<file path="config.mk">
export PLATFORM = sky130hd
export DESIGN_NAME = decoder_seq
export DESIGN_NICKNAME = d
export VERILOG_FILES = /design/src/rtl/decoder_pkg.sv /design/src/rtl/onehot_dec.sv /design/src/rtl/decoder_seq.sv
export SDC_FILE = /design/constraint.sdc
export NUM_CORES = 1
export LEC_CHECK = 0
export CAP_MARGIN = 30
export CORE_ASPECT_RATIO = 1.75
export CORE_UTILIZATION = 54
export CTS_CLUSTER_SIZE = 25
export DETAILED_ROUTE_END_ITERATION = 6
export PLACE_DENSITY = 0.88
export SYNTH_ARGS = -nofsm -noshare
export SYNTH_HDL_FRONTEND = slang
export SYNTH_SLANG_ARGS = --single-unit
export TNS_END_PERCENT = 50
</file>
<file path="constraint.sdc">
create_clock -name CLK -period 2.5 [get_ports CLK]
set_input_delay 0.375 -clock CLK [delete_from_list [all_inputs] [get_ports CLK]]
set_output_delay 0.375 -clock CLK [all_outputs]
set_load 0.01 [all_outputs]
</file>
<file path="src/rtl/decoder_pkg.sv">
`default_nettype none
// ============================================================================
//  Module      : decoder_pkg
//  Description : Shared types and constants for the decoder_seq block.
//  Revision    : 1.0 - initial release
// ============================================================================
package decoder_pkg;

    // Controller states: idle (output dark), direct tracking, autonomous scan
    typedef enum logic [1:0] {
        ST_IDLE   = 2'd0,
        ST_DIRECT = 2'd1,
        ST_SCAN   = 2'd2
    } state_t;

    // MODE input encoding
    localparam logic MODE_DIRECT = 1'b0;
    localparam logic MODE_SCAN   = 1'b1;

endpackage : decoder_pkg
`default_nettype wire

</file>
<file path="src/rtl/onehot_dec.sv">
`default_nettype none
// ============================================================================
//  Module      : onehot_dec
//  Description : Combinational SEL_W -> 2**SEL_W one-hot decoder.
//  Revision    : 1.0 - initial release
// ============================================================================
module onehot_dec #(
    parameter int SEL_W = 4
) (
    input  logic [SEL_W-1:0]      i_sel,
    output logic [(2**SEL_W)-1:0] o_onehot
);

    localparam int OUT_W = 2**SEL_W;

    // One comparator per output bit; exactly one matches any index value
    generate
        for (genvar gi = 0; gi < OUT_W; gi++) begin : g_bit
            assign o_onehot[gi] = (i_sel == SEL_W'(gi));
        end
    endgenerate

endmodule : onehot_dec
`default_nettype wire

</file>
<file path="src/rtl/decoder_seq.sv">
`default_nettype none
// ============================================================================
//  Module      : decoder_seq
//  Description : Registered one-hot decoder with DIRECT (track IN) and SCAN
//                (auto-walk with programmable dwell, continuous/one-shot)
//                modes.
//  Revision    : 1.0 - initial release
// ============================================================================
module decoder_seq
    import decoder_pkg::*;
#(
    parameter int SEL_W  = 4,
    parameter int HOLD_W = 8
) (
    input  logic                  CLK,
    input  logic                  RESET,
    input  logic                  EN,
    input  logic                  MODE,
    input  logic                  START,
    input  logic                  ONESHOT,
    input  logic [SEL_W-1:0]      IN,
    input  logic [HOLD_W-1:0]     HOLD,
    output logic [(2**SEL_W)-1:0] OUT,
    output logic [SEL_W-1:0]      IDX,
    output logic                  BUSY,
    output logic                  WRAP,
    output logic                  DONE
);

    localparam int OUT_W = 2**SEL_W;

    // Registered state
    state_t              r_state;
    logic [OUT_W-1:0]    r_out;
    logic [SEL_W-1:0]    r_idx;
    logic                r_busy;
    logic                r_wrap;
    logic                r_done;
    logic [HOLD_W-1:0]   r_cnt;
    logic [HOLD_W-1:0]   r_hold;
    logic                r_oneshot;
    logic [SEL_W-1:0]    r_start_idx;

    // Next-state values
    state_t              w_state_nxt;
    logic [OUT_W-1:0]    w_out_nxt;
    logic [SEL_W-1:0]    w_idx_nxt;
    logic                w_busy_nxt;
    logic                w_wrap_nxt;
    logic                w_done_nxt;
    logic [HOLD_W-1:0]   w_cnt_nxt;
    logic [HOLD_W-1:0]   w_hold_nxt;
    logic                w_oneshot_nxt;
    logic [SEL_W-1:0]    w_start_idx_nxt;
    logic                w_enter_scan;

    // Decoded views of the direct input and of the scan successor index
    logic [SEL_W-1:0]    w_adv_idx;
    logic [OUT_W-1:0]    w_in_oh;
    logic [OUT_W-1:0]    w_adv_oh;
    logic                w_at_last;

    // Successor wraps naturally because the index is exactly SEL_W bits wide
    assign w_adv_idx = r_idx + SEL_W'(1);
    assign w_at_last = (r_idx == {SEL_W{1'b1}});

    onehot_dec #(.SEL_W(SEL_W)) u_dec_in (
        .i_sel    (IN),
        .o_onehot (w_in_oh)
    );

    onehot_dec #(.SEL_W(SEL_W)) u_dec_adv (
        .i_sel    (w_adv_idx),
        .o_onehot (w_adv_oh)
    );

    // Next-state and next-output computation; hold everything by default,
    // WRAP/DONE are single-cycle pulses so they default low
    always_comb begin
        w_state_nxt     = r_state;
        w_out_nxt       = r_out;
        w_idx_nxt       = r_idx;
        w_busy_nxt      = r_busy;
        w_wrap_nxt      = 1'b0;
        w_done_nxt      = 1'b0;
        w_cnt_nxt       = r_cnt;
        w_hold_nxt      = r_hold;
        w_oneshot_nxt   = r_oneshot;
        w_start_idx_nxt = r_start_idx;
        w_enter_scan    = 1'b0;

        case (r_state)
            ST_IDLE: begin
                w_out_nxt  = '0;
                w_busy_nxt = 1'b0;
                if (EN && (MODE == MODE_DIRECT)) begin
                    w_state_nxt = ST_DIRECT;
                    w_out_nxt   = w_in_oh;
                    w_idx_nxt   = IN;
                end else if (EN && (MODE == MODE_SCAN) && START) begin
                    w_enter_scan = 1'b1;
                end
            end

            ST_DIRECT: begin
                w_busy_nxt = 1'b0;
                if (!EN || (MODE == MODE_SCAN)) begin
                    // Leaving DIRECT always goes dark; scan needs a START from IDLE
                    w_state_nxt = ST_IDLE;
                    w_out_nxt   = '0;
                end else begin
                    w_out_nxt = w_in_oh;
                    w_idx_nxt = IN;
                end
            end

            ST_SCAN: begin
                // MODE is deliberately not looked at here
                if (!EN) begin
                    w_state_nxt = ST_IDLE;
                    w_out_nxt   = '0;
                    w_busy_nxt  = 1'b0;
                end else if (START) begin
                    w_enter_scan = 1'b1;
                end else if (r_cnt != '0) begin
                    w_cnt_nxt = r_cnt - HOLD_W'(1);
                end else begin
                    w_wrap_nxt = w_at_last;
                    if (r_oneshot && (w_adv_idx == r_start_idx)) begin
                        // Full pass complete: go dark, IDX keeps last value
                        w_state_nxt = ST_IDLE;
                        w_out_nxt   = '0;
                        w_busy_nxt  = 1'b0;
                        w_done_nxt  = 1'b1;
                    end else begin
                        w_out_nxt = w_adv_oh;
                        w_idx_nxt = w_adv_idx;
                        w_cnt_nxt = r_hold;
                    end
                end
            end

            default: begin
                w_state_nxt = ST_IDLE;
                w_out_nxt   = '0;
                w_busy_nxt  = 1'b0;
            end
        endcase

        // Scan entry and restart share one set of assignments
        if (w_enter_scan) begin
            w_state_nxt     = ST_SCAN;
            w_out_nxt       = w_in_oh;
            w_idx_nxt       = IN;
            w_start_idx_nxt = IN;
            w_hold_nxt      = HOLD;
            w_cnt_nxt       = HOLD;
            w_oneshot_nxt   = ONESHOT;
            w_busy_nxt      = 1'b1;
        end
    end

    // State and output registers with asynchronous reset
    always_ff @(posedge CLK or posedge RESET) begin
        if (RESET) begin
            r_state     <= ST_IDLE;
            r_out       <= '0;
            r_idx       <= '0;
            r_busy      <= 1'b0;
            r_wrap      <= 1'b0;
            r_done      <= 1'b0;
            r_cnt       <= '0;
            r_hold      <= '0;
            r_oneshot   <= 1'b0;
            r_start_idx <= '0;
        end else begin
            r_state     <= w_state_nxt;
            r_out       <= w_out_nxt;
            r_idx       <= w_idx_nxt;
            r_busy      <= w_busy_nxt;
            r_wrap      <= w_wrap_nxt;
            r_done      <= w_done_nxt;
            r_cnt       <= w_cnt_nxt;
            r_hold      <= w_hold_nxt;
            r_oneshot   <= w_oneshot_nxt;
            r_start_idx <= w_start_idx_nxt;
        end
    end

    assign OUT  = r_out;
    assign IDX  = r_idx;
    assign BUSY = r_busy;
    assign WRAP = r_wrap;
    assign DONE = r_done;

endmodule : decoder_seq
`default_nettype wire

</file>
After elaboration in Yosys (flattened, before gate mapping)
Index checks and enable logic that the tools add are counted.
W data, S select, Z words.
{"block": "word_totals", "word_cells": 127, "register_bits": 46}
{"block": "classes", "n_addsub": 2, "n_reduce_logical": 18, "mux": 50, "bitwise": 1, "eq_ne": 46}
{"op": "$mux W16", "count": 7}
{"op": "$eq A4 B4 Y1 const B", "count": 17}
{"op": "$mux W8", "count": 6}
{"op": "$pmux W16 S3", "count": 1}
{"op": "$eq A4 B3 Y1 const B", "count": 8}
{"op": "$mux W4", "count": 7}
{"op": "$ne A3 B3 Y1 const B", "count": 8}
{"op": "$mux W1", "count": 19}
{"op": "$eq A4 B2 Y1 const B", "count": 4}
{"op": "$mux W2", "count": 7}
{"op": "$ne A4 B4 Y1 const B", "count": 3}
{"op": "$pmux W4 S3", "count": 1}
{"op": "$eq A4 B1 Y1 const B", "count": 2}
{"op": "$logic_not A4 Y1", "count": 2}
{"op": "$reduce_bool A8 Y1", "count": 1}
{"op": "$sub A8 B1 Y8 const B", "count": 1}
{"op": "$reduce_and A7 Y1", "count": 1}
{"op": "$pmux W2 S3", "count": 1}
{"op": "$reduce_and A5 Y1", "count": 1}
{"op": "$add A4 B1 Y4 const B", "count": 1}
{"op": "$eq A4 B4 Y1", "count": 1}
{"op": "$logic_and A1 B1 Y1", "count": 4}
{"op": "$reduce_and A4 Y1", "count": 1}
{"op": "$reduce_bool A2 Y1", "count": 2}
{"op": "other kinds (11)", "count": 11}

Logic depth before layout (Yosys ltp)
Gate-level depths: netlist of the first run.
{"block": "depth", "word_depth": 9, "ltp_mapped": 8, "ltp_nobuf": 7}

Cells and area by module
Synthesis of the first run repeated with hierarchy kept, for this count alone.
{"block": "hier_totals", "cells_unflattened": 315, "area_unflattened_um2": 2995.4}
{"mod": "decoder_seq", "area_each_um2": 2542.4, "n_inst": 1, "cells_each": 275}
{"mod": "onehot_dec", "area_each_um2": 226.5, "n_inst": 2, "cells_each": 20}

Least setup slack after synthesis of the first run
No wires, ideal clock.
{"block": "synth_timing", "path_type": "register to register", "from": "reg r_idx[0], in the netlist IDX[0]", "to": "reg r_cnt[5]", "period_less_slack_ns": 2.353, "required_time_ns": 2.375, "stages_incl_launch_ff": 9, "path_buffers": 1, "slack_ns": 0.147, "t_arrival_ns": 2.229, "path_cell_list": "dfrtp_1 inv_1 ha_1 xnor2_1 nand4_1 o21ai_1 and3_1 buf_4 mux2_2"}
{"block": "synth_via", "elab_chain_len": 5}
{"element": "start, declared", "line": "decoder_seq.sv:35", "rtl": "logic [SEL_W-1:0] r_idx;"}
{"element": "start signal, assigned", "line": "decoder_seq.sv:179", "rtl": "r_idx <= w_idx_nxt;"}
{"element": "$add A4 B1 Y4", "line": "decoder_seq.sv:64", "rtl": "assign w_adv_idx = r_idx + SEL_W'(1);"}
{"element": "$eq A4 B4 Y1", "line": "decoder_seq.sv:129", "rtl": "if (r_oneshot && (w_adv_idx == r_start_idx)) begin"}
{"element": "$logic_and A1 B1 Y1", "line": "decoder_seq.sv:129"}
{"element": "$ne A3 B3 Y1 (no source line)"}
{"element": "$reduce_and A4 Y1 (no source line)"}
{"element": "end signal, assigned", "line": "decoder_seq.sv:183", "rtl": "r_cnt <= w_cnt_nxt;"}
{"element": "end, declared", "line": "decoder_seq.sv:39", "rtl": "logic [HOLD_W-1:0] r_cnt;"}
No other way between the ends.
A chain may end at the register's enable or synchronous reset.

Final worst setup path of the first run
Same ends and word-level chain as after synthesis.

==> results by group, run 1 <==
Synth
  • Asr flop ratio synth: 1.000
  • Largest family of logic cells by synthesized area: simple AND/OR/NAND/NOR gates
  • Largest area contributor in the netlist: dfrtp_1
  • Synth Area in Adders: 0.03303
  • Post-synth cell types: 60
  • Yosys top cell area share: 0.4342
  • Mux contribution to synthesized area: 0.008495
  • Top-count cell post-synth: dfrtp_1
  • Xor and xnor area share after synthesis: 0.04011
  • Most used DFF post-synth: dfrtp_1
  • Synthesized area per cell: 9.270 µm²
  • Syn_nets: 311
  • #FFs+latches synth: 46
  • Post-synthesis simple-gate area fraction: 0.2232
  • Synth top cells by count: 46 x dfrtp_1, 42 x nand2_1, 18 x o21ai_0
  • Synth top area cells: dfrtp_1 43%, nand2_1 5.9%, o21ai_0 3.4%, ha_1 3.3%, a221o_1 3.0%
  • Synth Area in Compound Gates: 0.2171
  • Sequential fraction of the synthesis area: 0.4342
  • Post-Synthesis Cell Area: 2651 µm²
  • Post-Synthesis Cells: 286
  • Post-synth EDFFs: 0
  • Synth warn: 0

Critical path
  • Crit path capture type: register
  • Crit-path slowest cell: dfrtp_1
  • Worst path required time: 2.68 ns
  • Worst EP arrival: 2.55 ns
  • Kind of critical path: reg2reg
  • Type of origin of the critical path: register
  • Crit-path max FO: 9
  • CP Cell Sequence: inv_1, ha_1, xnor2_1, nand4_1, o21ai_1, and3_1, mux2_2
  • Crit-path max cell delay: 0.43 ns

Die
  • Area of the core: 4707 µm²
  • Die area: 5205 µm²
  • Initial Util: 0.5633
  • Die W: 54.97 µm
  • Die height: 94.69 µm
  • # IOs: 41
  • Rows: 33

STA
  • Tcrit/Tclk final: 0.9450
  • Setup TNS: 0 ns
  • Final Max Tran Viols: 0
  • Final worst slack: 0.1375 ns
  • Fin crit period: 2.363 ns
  • Clock skew: 0.01276 ns
  • Slew margin rel.: 0.6186
  • Setup violators final: 0
  • Count of final hold-check violations: 0
  • FMAX: 423.3 MHz
  • Worst-margin pin slew: 0.5722 ns
  • RSZ-0062 raised after global routing: false

Global route
  • First-pass GRT wire length: 11.07 mm
  • Initial antenna violation count: 0
  • Vias in the first global route: 2456
  • Largest net degree at the start of global routing: 47
  • Total global routing overflow: 0
  • GRT Overall Usage: 0.2971

Worst hold path
  • Hold crit path type: reg2reg

Clocking
  • H-tree depth: 2
  • CTS tree: done
  • Clock Tree Buf Depth: 2
  • Clock transition at the registers of the reported paths: 0.09 ns
  • PostCTS Resize Cnt: 0
  • Skew-Pair Late Insertion Delay: 0.31 ns
  • Total CTS buffers: 5
  • Root buffer cell: clkbuf_8
  • Post-CTS Setup Inserts: 0
  • Clock sinks: 46
  • Hold_buf cts: 0

Drt
  • Drt pass-1 iters: 4
  • Mean routed wirelength per cell: 17.61 µm
  • Vias per inst: 6.416
  • Final ANT Viol Nets: 0
  • Vias: 2470
  • Routed WL: 6.779 mm
  • DRT iter0 DRCs: 74
  • DRC violations left: 0

Layout
  • Layout Cells excl Fill: 385
  • Reg area: 1151 µm²
  • Fraction of layout cells with a size suffix above 1: 0.1111
  • Fin nets: 359
  • Layout area overhead: 23.12%
  • # diodes: 0
  • Multi-input logic area: 1389 µm²
  • Fill cell count: 395

Power
  • Maximum vdd drop: 0.6208 mV
  • Power Density: 857.1 nW/µm²
  • Tot Pwr: 0.002798 W
  • Clk network pwr share: 0.163
  • Sequential Power Share: 0.390
  • P_sw: 0.001095 W
  • Gate power share: 0.447
  • Internal Power: 0.001703 W
  • Switching share of power: 0.3913
  • Leakage: 1.432 nW

Placed design
  • Placed Instances: 379
  • Port Buffers: 40
  • Final RePlAce weighted congestion: 0.9068
  • Setup slack at placement: 0.1180 ns
  • DP HPWL: 5.080 mm

Status
  • Status: finished clean

Flow run
  • Max-Cap Viols: 0
==> metal layers <==
metal | global-route usage | up-vias | share of wire
li1 | - | 1147 | -
met1 | 0.3022 | 1208 | 0.35
met2 | 0.5211 | 86 | 0.56
met3 | 0.05314 | 29 | 0.039
met4 | 0.1896 | 0 | 0.051
met5 | 0 | - | 0
==> final timing paths <==
check                           from         to  slack [ns]  depth (start not counted)
min reg2reg                r_hold[5]  r_hold[5]        0.48                          2
min in group asynchronous      RESET    OUT[11]        0.55                          3
min                        r_hold[5]  r_hold[5]        0.48                          2
max                           IDX[0]   r_cnt[5]        0.14                          7
max in group asynchronous      RESET   r_cnt[6]        1.55                          3
max reg2reg                   IDX[0]   r_cnt[5]        0.14                          7
==> flip-flops by register name, summed over array words and instances (netlist names) <==
| name | count |
|---|---|
| BUSY | 1 |
| r_hold | 8 |
| r_start_idx | 4 |
| DONE | 1 |
| r_state | 2 |
| OUT | 16 |
| r_oneshot | 1 |
| IDX | 4 |
| r_cnt | 8 |
| WRAP | 1 |
==> area by class of cell <==
| type | count | area share |
|---|---|---|
| flip-flops and latches | 46 | 0.3526 |
| multi-input cells | 213 | 0.4254 |
| well taps | 52 | 0.01993 |
| clock buffers | 6 | 0.02530 |
| repair buffers | 59 | 0.1663 |
| inverters | 9 | 0.01035 |
==> per-stage QoR <==
stage	instance area (µm²)	hold slack, ns	util
after floorplan	2651	0.4405	-
after global placement	3182	0.4529	0.6760
after detailed placement	3182	0.4613	0.6760
after CTS	3264	0.4803	0.6935
after global routing	3264	0.5078	0.6935
final	3264	0.4756	0.6935
==> logic make-up (layout without fill, tap and decap cells) <==
logic type | after synthesis | after routing
buf+inv | 27 | 74
mux | 2 | 2
fa+ha+maj | 7 | 7
compound gates | 79 | 79
simple gates | 116 | 116
flops | 46 | 46
xor+xnor | 9 | 9
==> cells in the final DEF (no fill, tap or decap), types with 8 or more instances in the layout <==
cell	netlist	routed
a221o_1	8	8
buf_4	2	19
nand3_1	10	10
dfrtp_1	46	46
o21ai_0	18	18
nand2_1	42	42
nor2_1	17	17
clkdlybuf4s50_1	0	40
inv_1	9	8
==> critical path, delay by kind of cell, from the launching register on <==
kind	cells	cell delay [ns]
buffers and inverters	1	0.11
AOI/OAI and AO/OA	1	0.21
adders and majority gates	1	0.34
and+or+nand+nor	2	0.57
DFF	1	0.43
xor gates and xnor gates	1	0.19
muxes	1	0.38
==> power groups by stage <==
stage / sequential (W) / clock (W) / combinational, W
floorplan: 0.00105 / 0 / 0.000856
global placement: 0.00109 / 0 / 0.00119
detailed placement: 0.00110 / 0 / 0.00123
CTS: 0.00109 / 0.000459 / 0.00124
global route: 0.00112 / 0.000487 / 0.00137
finish: 0.00109 / 0.000455 / 0.00125
Note: power is estimated with default switching activity, not from simulation.
==> run 2: changes to the inputs <==
--- a/config.mk
+++ b/config.mk
@@ -6,11 +6,12 @@
 export NUM_CORES = 1
 export LEC_CHECK = 0
 export CAP_MARGIN = 30
-export CORE_ASPECT_RATIO = 1.75
+export CORE_ASPECT_RATIO = 1.5
 export CORE_UTILIZATION = 54
 export CTS_CLUSTER_SIZE = 25
 export DETAILED_ROUTE_END_ITERATION = 6
 export PLACE_DENSITY = 0.88
+export SLEW_MARGIN = 20
 export SYNTH_ARGS = -nofsm -noshare
 export SYNTH_HDL_FRONTEND = slang
 export SYNTH_SLANG_ARGS = --single-unit
==> run 2 against run 1 <==
Net effect: combinational power hardly changed; die area about the same; non-clock buffer count down 1; register-to-register slack about the same; sequential power about the same; sequential cell count stayed put; worst hold slack got worse by 0.057 ns; largest power group unchanged; core utilization is 1.8 points higher.
==> results by group, run 2 (synthesis results as in run 1) <==
Die
  • Area of the core: 4617 µm² (-1.9%)
  • Die area: 5200 µm² (about the same)
  • Rows: 30 (-9.1%)
  • Die height: 87.82 µm (-7.3%)
  • # IOs: 41 (unchanged)
  • Die W: 59.21 µm (+7.7%)
  • Initial Util: 0.5743 (+0.01099)

Drt
  • DRC violations left: 0 (unchanged)
  • Mean routed wirelength per cell: 16.98 µm (-3.6%)
  • Final ANT Viol Nets: 0 (unchanged)
  • Vias: 2475 (+0.20%)
  • DRT iter0 DRCs: 153 (+110%)
  • Vias per inst: 6.250 (-2.6%)
  • Drt pass-1 iters: 5 (+1)
  • Routed WL: 6.725 mm (-0.80%)

STA
  • FMAX: 425.1 MHz (+0.44%)
  • RSZ-0062 raised after global routing: false
  • Worst-margin pin slew: 0.4999 ns (-0.07221 ns)
  • Slew margin rel.: 0.6622 (+0.04359)
  • Clock skew: 0.004789 ns (-0.007973 ns)
  • Setup violators final: 0 (unchanged)
  • Count of final hold-check violations: 0 (unchanged)
  • Tcrit/Tclk final: 0.9408 (-0.004170)
  • Setup TNS: 0 ns (unchanged)
  • Final Max Tran Viols: 0 (unchanged)
  • Fin crit period: 2.352 ns (-0.01042 ns)

Clocking
  • Total CTS buffers: 5 (unchanged)
  • CTS tree: done
  • Clock transition at the registers of the reported paths: 0.08 ns (about the same)
  • Root buffer cell: clkbuf_8
  • PostCTS Resize Cnt: 0 (unchanged)
  • Clock Tree Buf Depth: 2 (unchanged)
  • Skew-Pair Late Insertion Delay: 0.30 ns (about the same)
  • Hold_buf cts: 0 (unchanged)
  • H-tree depth: 2 (unchanged)
  • Post-CTS Setup Inserts: 0 (unchanged)
  • Clock sinks: 46 (unchanged)

Global route
  • Total global routing overflow: 0 (unchanged)
  • Initial antenna violation count: 0 (unchanged)
  • First-pass GRT wire length: 11.50 mm (+3.9%)
  • Largest net degree at the start of global routing: 26 (-45%)
  • GRT Overall Usage: 0.2918 (-0.005238)
  • Vias in the first global route: 2502 (+1.9%)

Power
  • Leakage: 1.431 nW (about the same)
  • Tot Pwr: 0.002775 W (-0.81%)
  • Gate power share: 0.448 (about the same)
  • Internal Power: 0.001690 W (-0.77%)
  • Switching share of power: 0.3911 (about the same)
  • Sequential Power Share: 0.389 (about the same)
  • Clk network pwr share: 0.162 (about the same)
  • Maximum vdd drop: 0.5018 mV (-19%)
  • P_sw: 0.001085 W (-0.86%)
  • Power Density: 844.6 nW/µm² (-1.5%)

Critical path
  • Type of origin of the critical path: register
  • CP Cell Sequence: inv_1, ha_1, xnor2_1, nand4_1, o21ai_1, and3_2, mux2_2
  • Kind of critical path: reg2reg
  • Worst R2R Path Depth: 7 (unchanged)
  • Reg2Reg Setup Slack: 0.15 ns (about the same)
  • Crit-path max FO: 9 (unchanged)
  • Worst R2R Start: IDX[0]
  • Crit-path slowest cell: dfrtp_1
  • Worst path required time: 2.69 ns (about the same)
  • Worst EP arrival: 2.54 ns (about the same)
  • Terminus of the critical flop-to-flop path: r_cnt[5]
  • Crit path capture type: register
  • Crit-path max cell delay: 0.45 ns (+0.02 ns)

Layout
  • Max reg flops: 16 (unchanged)
  • Design Area, Final: 3286 µm² (+0.65%)
  • Most frequent cells in the layout: 46 x dfrtp_1, 42 x nand2_1, 40 x clkdlybuf4s50_1
  • # diodes: 0 (unchanged)
  • Fraction of layout cells with a size suffix above 1: 0.1114 (+0.0003347)
  • Commonest non-fill, non-tap cell in the layout: dfrtp_1
  • Layout area overhead: 23.93%
  • Fin nets: 358 (-0.28%)

Placed design
  • DP HPWL: 4.935 mm (-2.9%)
  • Post-DP Area: 3202 µm² (+0.63%)
  • Port Buffers: 40 (unchanged)
  • Final RePlAce weighted congestion: 0.9189 (+1.3%)

Worst hold path
  • Hold crit path type: in2async

Flow run
  • Max-Cap Viols: 0 (unchanged)

Status
  • Status: finished clean
run 2: power by group through the flow:
stage                     clock network, W  logic, W  registers (W)
after floorplan                          0  0.000856        0.00105
after global placement                   0   0.00118        0.00108
after detailed placement                 0   0.00122        0.00109
after CTS                         0.000458   0.00123        0.00107
after global routing              0.000488   0.00137        0.00110
final                             0.000451   0.00124        0.00108
run 2: routing by layer:
metal	GRT usage	routed length [µm]	vias up
li1	-	-	1144
met1	0.3174	2569	1206
met2	0.5240	3634	97
met3	0.04579	291	28
met4	0.1645	229	0
met5	0	0	-
run 2: per-stage QoR:
step	hold WS, ns	util	instances	worst slack, ns
floorplan	0.4405	-	286	0.1465
global placement	0.4547	0.6935	390	0.1715
detailed placement	0.4654	0.6935	390	0.05988
CTS	0.4309	0.7114	396	0.03236
global route	0.4815	0.7117	396	0.02075
finish	0.4190	0.7117	396	0.1479
run 2: worst max-delay path by stage:
stage,slack [ns],cells past startpoint,startpoint,to
finish,0.15,7,IDX[0],r_cnt[5]
global route,0.02,7,r_cnt[0],OUT[4]
CTS,0.03,7,IDX[0],r_cnt[5]
detailed placement,0.06,7,IDX[0],r_cnt[5]
global placement,0.17,5,EN,r_cnt[0]
floorplan,0.15,8,IDX[0],r_cnt[5]
run 2: cell type report:
cell class	count	area [µm²]
clock buffers	6	82.58
fillers	368	1331
inverters	9	33.78
multi-input cells	213	1390
flip-flops and latches	46	1151
well taps	64	80.08
repair buffers	58	548.0
run 2: critical path, delay by kind of cell (launching register included):
family,cells,cell delay (ns)
simple gates,2,0.51
flops,1,0.45
mux,1,0.36
fa+ha+maj,1,0.34
compound gates,1,0.26
xor+xnor,1,0.21
buf+inv,1,0.12
==> run 3: changes to the inputs <==
--- a/config.mk
+++ b/config.mk
@@ -15,4 +15,3 @@
 export SYNTH_ARGS = -nofsm -noshare
 export SYNTH_HDL_FRONTEND = slang
 export SYNTH_SLANG_ARGS = --single-unit
-export TNS_END_PERCENT = 50
==> results of run 3 <==
Same layout as run 2: the final DEF is identical, and so are final timing and power.
